**src/rtl/crc_stream_engine_if.sv**
```systemverilog
// rtl/crc_stream_engine_if.sv - input/output beat streams of the CRC stream engine
interface crc_stream_engine_if #(
    parameter int DATA_W = 8
) ();
    logic              in_valid;
    logic              in_ready;
    logic [DATA_W-1:0] in_data;
    logic              in_last;
    logic              out_valid;
    logic              out_ready;
    logic [DATA_W-1:0] out_data;
    logic              out_last;

    modport slave (
        input  in_valid, in_data, in_last, out_ready,
        output in_ready, out_valid, out_data, out_last
    );

    modport master (
        output in_valid, in_data, in_last, out_ready,
        input  in_ready, out_valid, out_data, out_last
    );
endinterface

```
**src/rtl/crc_stream_engine.sv**
```systemverilog
// rtl/crc_stream_engine.sv - streaming CRC generator/appender and checker
module crc_stream_engine #(
    parameter int               DATA_W  = 8,
    parameter int               CRC_W   = 16,
    parameter logic [CRC_W-1:0] POLY    = 16'h1021,
    parameter logic [CRC_W-1:0] INIT    = 16'hFFFF,
    parameter logic [CRC_W-1:0] XOR_OUT = 16'h0000,
    parameter logic [CRC_W-1:0] RESIDUE = 16'h0000
) (
    input  logic                 clk,
    input  logic                 reset,
    input  logic                 mode,
    crc_stream_engine_if.slave   strm,
    output logic                 status_valid,
    output logic                 crc_ok,
    output logic [15:0]          err_cnt,
    output logic                 busy
);
    localparam int NCHUNK = CRC_W / DATA_W;
    localparam int CNT_W  = $clog2(NCHUNK + 1);

    typedef enum logic [1:0] {IDLE, DATA, APPEND} state_t;

    state_t             state;
    state_t             state_nxt;
    logic [CRC_W-1:0]   crc_q;
    logic               mode_q;
    logic [CNT_W-1:0]   chunk_cnt;
    logic               out_valid_q;
    logic [DATA_W-1:0]  out_data_q;
    logic               out_last_q;

    logic               in_ready_w;
    logic               in_fire;
    logic               out_fire;
    logic               first_beat;
    logic               frame_check;
    logic [CRC_W-1:0]   crc_next;
    logic [CRC_W-1:0]   crc_fin;
    logic               append_slot;

    // MSB-first, non-reflected CRC update over one whole beat
    function automatic logic [CRC_W-1:0] crc_step(input logic [CRC_W-1:0] c_in,
                                                  input logic [DATA_W-1:0] d);
        logic [CRC_W-1:0] c;
        c = c_in;
        for (int i = DATA_W - 1; i >= 0; i--) begin
            if (c[CRC_W-1] ^ d[i]) c = (c << 1) ^ POLY;
            else                   c = c << 1;
        end
        return c;
    endfunction

    // Input is blocked during append, while the output register is full, and in reset
    assign in_ready_w  = !reset && (state != APPEND) && (!out_valid_q || strm.out_ready);
    assign in_fire     = strm.in_valid && in_ready_w;
    assign out_fire    = out_valid_q && strm.out_ready;
    assign first_beat  = (state == IDLE);
    assign frame_check = first_beat ? mode : mode_q;
    assign crc_next    = crc_step(first_beat ? INIT : crc_q, strm.in_data);
    assign crc_fin     = crc_q ^ XOR_OUT;
    assign append_slot = (state == APPEND) && (chunk_cnt != CNT_W'(NCHUNK))
                         && (!out_valid_q || strm.out_ready);

    assign strm.in_ready  = in_ready_w;
    assign strm.out_valid = out_valid_q;
    assign strm.out_data  = out_data_q;
    assign strm.out_last  = out_last_q;
    assign busy           = (state != IDLE);

    // State register
    always_ff @(posedge clk) begin
        if (reset) state <= IDLE;
        else       state <= state_nxt;
    end

    // Next-state: frames end in IDLE (check) or go through APPEND (generate)
    always_comb begin
        state_nxt = state;
        case (state)
            IDLE: begin
                if (in_fire) begin
                    if (!strm.in_last)     state_nxt = DATA;
                    else if (!frame_check) state_nxt = APPEND;
                end
            end
            DATA: begin
                if (in_fire && strm.in_last) state_nxt = frame_check ? IDLE : APPEND;
            end
            APPEND: begin
                if (out_fire && out_last_q) state_nxt = IDLE;
            end
            default: state_nxt = IDLE;
        endcase
    end

    // Datapath: CRC register, output register, chunk counter, check verdict
    always_ff @(posedge clk) begin
        if (reset) begin
            crc_q        <= INIT;
            mode_q       <= 1'b0;
            chunk_cnt    <= '0;
            out_valid_q  <= 1'b0;
            out_data_q   <= '0;
            out_last_q   <= 1'b0;
            status_valid <= 1'b0;
            crc_ok       <= 1'b0;
            err_cnt      <= 16'h0000;
        end else begin
            status_valid <= 1'b0;
            if (in_fire) begin
                crc_q       <= crc_next;
                out_valid_q <= 1'b1;
                out_data_q  <= strm.in_data;
                out_last_q  <= frame_check && strm.in_last;
                chunk_cnt   <= '0;
                if (first_beat) mode_q <= mode;
                if (frame_check && strm.in_last) begin
                    status_valid <= 1'b1;
                    crc_ok       <= (crc_next == RESIDUE);
                end
            end else if (append_slot) begin
                out_valid_q <= 1'b1;
                out_data_q  <= crc_fin[(NCHUNK - 1 - int'(chunk_cnt)) * DATA_W +: DATA_W];
                out_last_q  <= (chunk_cnt == CNT_W'(NCHUNK - 1));
                chunk_cnt   <= chunk_cnt + CNT_W'(1);
            end else if (out_fire) begin
                out_valid_q <= 1'b0;
            end
            if (status_valid && !crc_ok && err_cnt != 16'hFFFF) err_cnt <= err_cnt + 16'd1;
        end
    end
endmodule

```
**src/flat_wrapper.sv**
```systemverilog
// flat-port wrapper written by rule: the top's interface ports become plain ports
module crc_stream_engine_flat 
#(
    parameter int               DATA_W  = 8,
    parameter int               CRC_W   = 16,
    parameter logic [CRC_W-1:0] POLY    = 16'h1021,
    parameter logic [CRC_W-1:0] INIT    = 16'hFFFF,
    parameter logic [CRC_W-1:0] XOR_OUT = 16'h0000,
    parameter logic [CRC_W-1:0] RESIDUE = 16'h0000
)
  (clk, reset, mode, status_valid, crc_ok, err_cnt, busy, strm_in_valid, strm_in_data, strm_in_last, strm_out_ready, strm_in_ready, strm_out_valid, strm_out_data, strm_out_last);
  crc_stream_engine_if #(.DATA_W(DATA_W)) strm_i ();
  input  logic clk;
  input  logic reset;
  input  logic mode;
  output logic status_valid;
  output logic crc_ok;
  output logic [15:0] err_cnt;
  output logic busy;
  input wire logic [$bits(strm_i.in_valid)-1:0] strm_in_valid;
  input wire logic [$bits(strm_i.in_data)-1:0] strm_in_data;
  input wire logic [$bits(strm_i.in_last)-1:0] strm_in_last;
  input wire logic [$bits(strm_i.out_ready)-1:0] strm_out_ready;
  output wire logic [$bits(strm_i.in_ready)-1:0] strm_in_ready;
  output wire logic [$bits(strm_i.out_valid)-1:0] strm_out_valid;
  output wire logic [$bits(strm_i.out_data)-1:0] strm_out_data;
  output wire logic [$bits(strm_i.out_last)-1:0] strm_out_last;
  assign strm_i.in_valid = strm_in_valid;
  assign strm_i.in_data = strm_in_data;
  assign strm_i.in_last = strm_in_last;
  assign strm_i.out_ready = strm_out_ready;
  assign strm_in_ready = strm_i.in_ready;
  assign strm_out_valid = strm_i.out_valid;
  assign strm_out_data = strm_i.out_data;
  assign strm_out_last = strm_i.out_last;
  crc_stream_engine #(.DATA_W(DATA_W), .CRC_W(CRC_W), .POLY(POLY), .INIT(INIT), .XOR_OUT(XOR_OUT), .RESIDUE(RESIDUE)) u_core (.clk(clk), .reset(reset), .mode(mode), .strm(strm_i), .status_valid(status_valid), .crc_ok(crc_ok), .err_cnt(err_cnt), .busy(busy));
endmodule
```
**config.mk**
```make
export PLATFORM = sky130hd
export DESIGN_NAME = crc_stream_engine_flat
export DESIGN_NICKNAME = d
export VERILOG_FILES = /design/src/rtl/crc_stream_engine_if.sv /design/src/rtl/crc_stream_engine.sv /design/src/flat_wrapper.sv
export SDC_FILE = /design/constraint.sdc
export NUM_CORES = 1
export LEC_CHECK = 0
export CELL_PAD_IN_SITES_DETAIL_PLACEMENT = 2
export CELL_PAD_IN_SITES_GLOBAL_PLACEMENT = 2
export CORE_MARGIN = 4
export CORE_UTILIZATION = 29
export DETAILED_ROUTE_END_ITERATION = 10
export PLACE_DENSITY_LB_ADDON = 0.12
export SLEW_MARGIN = 0
export SYNTH_ARGS = -nofsm -noshare
export SYNTH_HDL_FRONTEND = slang
export SYNTH_SLANG_ARGS = --single-unit
export TNS_END_PERCENT = 20
```
**constraint.sdc**
```tcl
create_clock -name clk -period 1.9 [get_ports clk]
set_input_delay 0.285 -clock clk [delete_from_list [all_inputs] [get_ports clk]]
set_output_delay 0.285 -clock clk [all_outputs]
set_load 0.005 [all_outputs]
```
==> flow_summary.ini, run 1 <==
[outcome]
status = finished, final reports clean

[synthesis]
synthXorXnorAreaFrac_pct = 16.72
synth_simple_gate_area_share_pct = 19.89
synthArstFlopShare_pct = 0
synth-edff-count = 0
syn_inst = 308
synth_most_common_cell = dfxtp_1
synth_top_area_share_pct = 36.01
synth-compound-area-share_pct = 14.33
synthMuxAreaShare_pct = 6.798
synthAdderAreaFrac_pct = 1.378
synth_warnings = 0
synthTopCellsByArea = dfxtp_1 36%, xnor2_1 7.7%, xor2_1 6.8%
synth-main-ff-cell = dfxtp_1
avgSynthCellArea_um2 = 8.844
yosys.cell_types.count = 52
synth_seq_area_share_pct = 36.01
synth_top_family_by_area = simple AND/OR/NAND/NOR gates
ys_seq_elements = 49
syn_nets = 325
syn_area_um2 = 2724
synth_area_leader_cell = dfxtp_1
synth_common_cells = 49 x dfxtp_1, 38 x nor2_1, 24 x xnor2_1

[cts]
htreeDepth = 2
clk_pin_slew_ns = 0.10
cts_buffers = 5
clockBufferDepth = 2
clock_sinks = 49
clock_latency_ns = 0.31
cts_setup_buffers = 0
tritoncts = yes
root_buffer = clkbuf_8

[cells_and_area]
area_growth_pct = 30.27
fin_cells = 482
multiInputGateArea_um2 = 1638
fillers = 1034
seq_area_um2 = 983.4
antenna_cells = 0
fin_area_um2 = 3548
drive_gt1_share_pct = 17.52
nets = 389
fin_util_pct = 38.59

[place]
dpl_cell_area_um2 = 3442
hpwl_mm = 6.399
port-buffer-count = 43
dp.cells = 476
place.gp.congestion = 0.7343

[timing]
rsz0062_at_grt = no
setup_viol = 0
finalSetupTns_ns = 0
hold_viol = 0
fin_crit_sh_pct = 93.65
relSlewSlack_pct = 70.36
timing.fmax_mhz = 562.0
slew_viol_final = 0
tightest_slew_ns = 0.4414
fin_crit_ns = 1.779
finClkSkew_ns = 0.004394

[worst_hold_path]
hold_path.class = reg -> reg

[worst_setup_path]
end_kind = output port
critPathMaxStageDelay_ns = 0.46
crit_slowest_cell = clkdlybuf4s50_1
worstPathArrival_ns = 1.49
crit_family = buffers and inverters
critical_path_required_ns = 1.62
r2r_slack_ns = 0.13
critical_path_class = reg -> out
start_kind = flop
worstPathMaxFanout = 8
path_cells = nor2_4, inv_2, clkdlybuf4s50_1
cp_num_buf_inv = 2

[power_and_ir_drop]
swShare_pct = 30.92
power.share.combinational_pct = 24.8
p_total_w = 0.002399
powerDensity_nw_per_um2 = 676.0
leakagePower_nw = 1.326
peakVddDrop_uv = 241.9
clkPwrFrac_pct = 26.0
p_sw_w = 0.0007418
power_frac_seq_pct = 49.2
p_int_w = 0.001657

[grt]
first_global_vias = 2691
grt_pass1_wl_mm = 13.90
overflow = 0
grt_max_degree = 24
antenna_found_initial = 0
track_usage_pct = 15.55

[routing]
viasPerCell = 5.129
drt_first_iter_violations = 83
vias = 2472
wl_per_cell_um = 17.49
route.detailed.drc = 0
postRouteAntennaNets = 0
wl_mm = 8.429
firstDrtPassIters = 4

[die]
io_pins = 44
placeableCoreArea_um2 = 9196
fp-row-count = 35
die_h_um = 104.9
dieArea_um2 = 11010
initial_core_util_pct = 29.62
die_x_um = 104.9

[run]
maxCapViolations = 0
through the flow:
stage	setup slack, ns	hold WS (ns)
2_1_floorplan	0.03571	0.3867
3_3_place_gp	-0.1385	0.4853
3_5_place_dp	-0.1658	0.5098
4_1_cts	0.003684	0.5342
5_1_grt	0.03575	0.5566
6_report	0.1207	0.5252
worst paths after layout:
check                       start       endpoint  cells after the start
hold / removal      u_core.mode_q  u_core.mode_q                      1
hold reg to reg     u_core.mode_q  u_core.mode_q                      1
setup reg to reg  u_core.state[1]  u_core.crc_ok                      6
setup / recovery  u_core.state[0]           busy                      3
kinds of logic (layout without fill, tap and decap cells):
group,after synthesis,count (layout)
adders and majority gates,3,3
AOI/OAI and AO/OA,60,60
buffers and inverters,26,89
xor gates and xnor gates,48,48
muxes,17,17
DFF,49,49
and+or+nand+nor,105,105
cells in the final DEF (no fill, tap or decap), types with 3 or more instances in the layout:
cell type | Yosys | routed
dfxtp_1 | 49 | 47
clkdlybuf4s50_1 | 0 | 42
nor2_1 | 38 | 38
buf_4 | 2 | 35
xnor2_1 | 24 | 24
nand2_1 | 20 | 20
xor2_1 | 21 | 20
o21ai_0 | 17 | 17
a21oi_1 | 14 | 14
nand4_1 | 9 | 9
mux2i_1 | 8 | 8
mux2_2 | 8 | 8
a32oi_1 | 8 | 8
and3_1 | 5 | 5
or3_1 | 5 | 5
clkbuf_8 | 0 | 5
o2111ai_1 | 4 | 4
nor3_1 | 4 | 4
inv_1 | 5 | 3
nand3_1 | 3 | 3
o211ai_1 | 3 | 3
a31oi_1 | 3 | 3
ha_1 | 3 | 3
what timing repair did:
item	in CTS	in global routing
setup endpoints to repair	2	3
pin swaps	0	1
hold buffers	0	0
gates resized for setup	3	6
flip-flops by register name, summed over array words and instances, names as in the netlist:
name                   flops
u_core.chunk_cnt           2
u_core.status_valid        1
u_core.crc_fin            16
u_core.crc_ok              1
u_core.state               2
u_core.mode_q              1
u_core.strm.out_data       8
u_core.err_cnt            16
u_core.strm.out_last       1
u_core.strm.out_valid      1
power groups by stage:
| stage | clock network [W] | logic, W | registers [W] |
|---|---|---|---|
| final | 0.000624 | 0.000595 | 0.00118 |
| after global routing | 0.000693 | 0.000658 | 0.00120 |
| after floorplan | 0 | 0.000400 | 0.00117 |
| after global placement | 0 | 0.000585 | 0.00120 |
| after detailed placement | 0 | 0.000595 | 0.00120 |
| after CTS | 0.000655 | 0.000602 | 0.00118 |
cell type report:
| class | count | area share (%) |
|---|---|---|
| multi-input combinational | 233 | 46.16 |
| sequential | 49 | 27.72 |
| timing repair buffer | 78 | 19.61 |
| tap | 111 | 3.914 |
| clock buffer | 5 | 1.939 |
| inverter | 5 | 0.5289 |
| clock inverter | 1 | 0.1410 |
metal layers:
layer | track usage (%) | routed length (um)
met2 | 28.23 | 4235
met5 | 0 | 0
met3 | 2.347 | 275
met1 | 19.10 | 3829
met4 | 3.936 | 89
(Power assumes the default switching activity.)
==> inputs of run 2 (changes only) <==
--- a/config.mk
+++ b/config.mk
@@ -7,6 +7,7 @@
 export LEC_CHECK = 0
 export CELL_PAD_IN_SITES_DETAIL_PLACEMENT = 2
 export CELL_PAD_IN_SITES_GLOBAL_PLACEMENT = 2
+export CORE_ASPECT_RATIO = 0.7
 export CORE_MARGIN = 4
 export CORE_UTILIZATION = 29
 export DETAILED_ROUTE_END_ITERATION = 10
==> run 2 against run 1 <==
Effect of this change: sequential share of layout area shrank 1.4 points; clock skew grew 0.0010 ns; non-clock buffer count grew 13; via count grew 3.0%; count of clock-buffer cells in the layout grew 2; first-iteration DRC count grew 13%; worst setup slack lost 0.055 ns; sequential cell count is the same; design area grew 5.0%; core utilization grew 2.3 points; register-to-register slack lost 0.04 ns; critical path type unchanged; largest cell class unchanged; largest power group unchanged.
==> flow_summary.ini, run 2 (same netlist as run 1, synthesis figures left out) <==
[worst_setup_path]
critical_path_class = reg -> out
path_cells = nor2_4, inv_1, buf_4, clkdlybuf4s50_1
critPathMaxStageDelay_ns = 0.43
r2r_slack_ns = 0.09
start_kind = flop
end_kind = output port
critical_path_required_ns = 1.62
crit_slowest_cell = clkdlybuf4s50_1
worstPathArrival_ns = 1.55
worstPathMaxFanout = 5

[power_and_ir_drop]
powerDensity_nw_per_um2 = 739.1
leakagePower_nw = 1.412
peakVddDrop_uv = 359.3
p_total_w = 0.002754

[die]
initial_core_util_pct = 29.91
die_x_um = 123.8
fp-row-count = 29
io_pins = 44
dieArea_um2 = 11030
placeableCoreArea_um2 = 9107
die_h_um = 89.09

[worst_hold_path]
hold_path.class = reg -> reg

[routing]
drt_first_iter_violations = 94
firstDrtPassIters = 4
route.detailed.drc = 0
viasPerCell = 5.004
postRouteAntennaNets = 0
wl_per_cell_um = 18.79
wl_mm = 9.564
vias = 2547

[cts]
clock_sinks = 49
tritoncts = yes
clk_pin_slew_ns = 0.06
hold_buffers = 0
htreeDepth = 2
cts_buffers = 5
root_buffer = clkbuf_16
clockBufferDepth = 2
clock_latency_ns = 0.30

[outcome]
status = finished, final reports clean

[cells_and_area]
final_common_cell = dfxtp_1
fin_cells = 509
area_growth_pct = 36.79
fillers = 1035
antenna_cells = 0
nets = 402
layout_common_cells = 49 x dfxtp_1, 47 x buf_4, 42 x clkdlybuf4s50_1
drive_gt1_share_pct = 18.70
fin_area_um2 = 3726

[grt]
track_usage_pct = 17.80
grt_pass1_wl_mm = 14.84
use_met2_pct = 26.83
grt_max_degree = 33
first_global_vias = 2682
busiest_layer = met2
met3_usage_pct = 3.795
antenna_found_initial = 0
overflow = 0
globalRouteMet1Util_pct = 26.03

[timing]
finClkSkew_ns = 0.005440
relSlewSlack_pct = 74.00
rsz0062_at_grt = yes
tightest_slew_ns = 0.3886
fin_crit_ns = 1.834
timing.fmax_mhz = 545.2
setup_viol = 0
slew_viol_final = 0
hold_viol = 0
fin_crit_sh_pct = 96.54

[run]
maxCapViolations = 0

[place]
dp.cells = 498
hpwl_mm = 7.130
place.gp.congestion = 0.7663
dpl_cell_area_um2 = 3526
port-buffer-count = 43
-- run 2: path summary, 6_finish.rpt --
check,start,to,cells past startpoint
max,u_core.state[0],busy,4
min,u_core.mode_q,u_core.mode_q,1
max reg2reg,u_core.state[0],u_core.crc_ok,6
min reg2reg,u_core.mode_q,u_core.mode_q,1
-- run 2: what timing repair did --
item / in CTS / in global routing
endpoints found under the hold margin: 0 / 0
setup endpoints to repair: 2 / 18
pin swaps: 0 / 4
buffers inserted: 0 / 4
gates resized for setup: 2 / 3
-- run 2: through the flow --
| stage | hold WS, ns | setup WS [ns] | TNS, ns | utilization [%] |
|---|---|---|---|---|
| CTS | 0.5305 | -0.01316 | -0.01316 | 40.32 |
| floorplan | 0.3867 | 0.03571 | 0 | - |
| finish | 0.5293 | 0.06583 | 0 | 40.91 |
| global route | 0.5564 | -0.01584 | -0.01584 | 40.91 |
| detailed placement | 0.5103 | -0.1533 | -1.857 | 38.71 |
| global placement | 0.4879 | -0.1129 | -1.234 | 38.71 |
-- run 2: layer usage --
metal	vias up	wire, um
met2	40	4095
met4	0	77
met3	9	362
met5	-	0
li1	1242	-
met1	1256	5027
-- run 2: final cells by class --
| class | count | area, um^2 | share of cell area [%] |
|---|---|---|---|
| well taps | 124 | 155.1 | 4.164 |
| multi-input cells | 233 | 1627 | 43.65 |
| inverters | 5 | 18.77 | 0.5037 |
| repair buffers | 91 | 802.0 | 21.52 |
| clock buffers | 7 | 142.6 | 3.828 |
| flip-flops and latches | 49 | 980.9 | 26.33 |
-- run 2: critical path: cells and delay by family, from the launching register on --
family	cells	cell delay, ns
buffers and inverters	3	0.68
flip-flops	1	0.37
AND/OR/NAND/NOR	1	0.21
-- run 2: power by group --
group / internal [W] / total [W] / switching (W)
registers: 0.00110 / 0.00118 / 0.0000825
logic: 0.000340 / 0.000645 / 0.000305
clock network: 0.000519 / 0.000929 / 0.000410
total: 0.00196 / 0.00275 / 0.000797
==> inputs of run 3 (changes only) <==
--- a/config.mk
+++ b/config.mk
@@ -12,7 +12,6 @@
 export CORE_UTILIZATION = 29
 export DETAILED_ROUTE_END_ITERATION = 10
 export PLACE_DENSITY_LB_ADDON = 0.12
-export SLEW_MARGIN = 0
 export SYNTH_ARGS = -nofsm -noshare
 export SYNTH_HDL_FRONTEND = slang
 export SYNTH_SLANG_ARGS = --single-unit
==> results of run 3 <==
Final layout, timing and power as in run 2 (identical DEF).
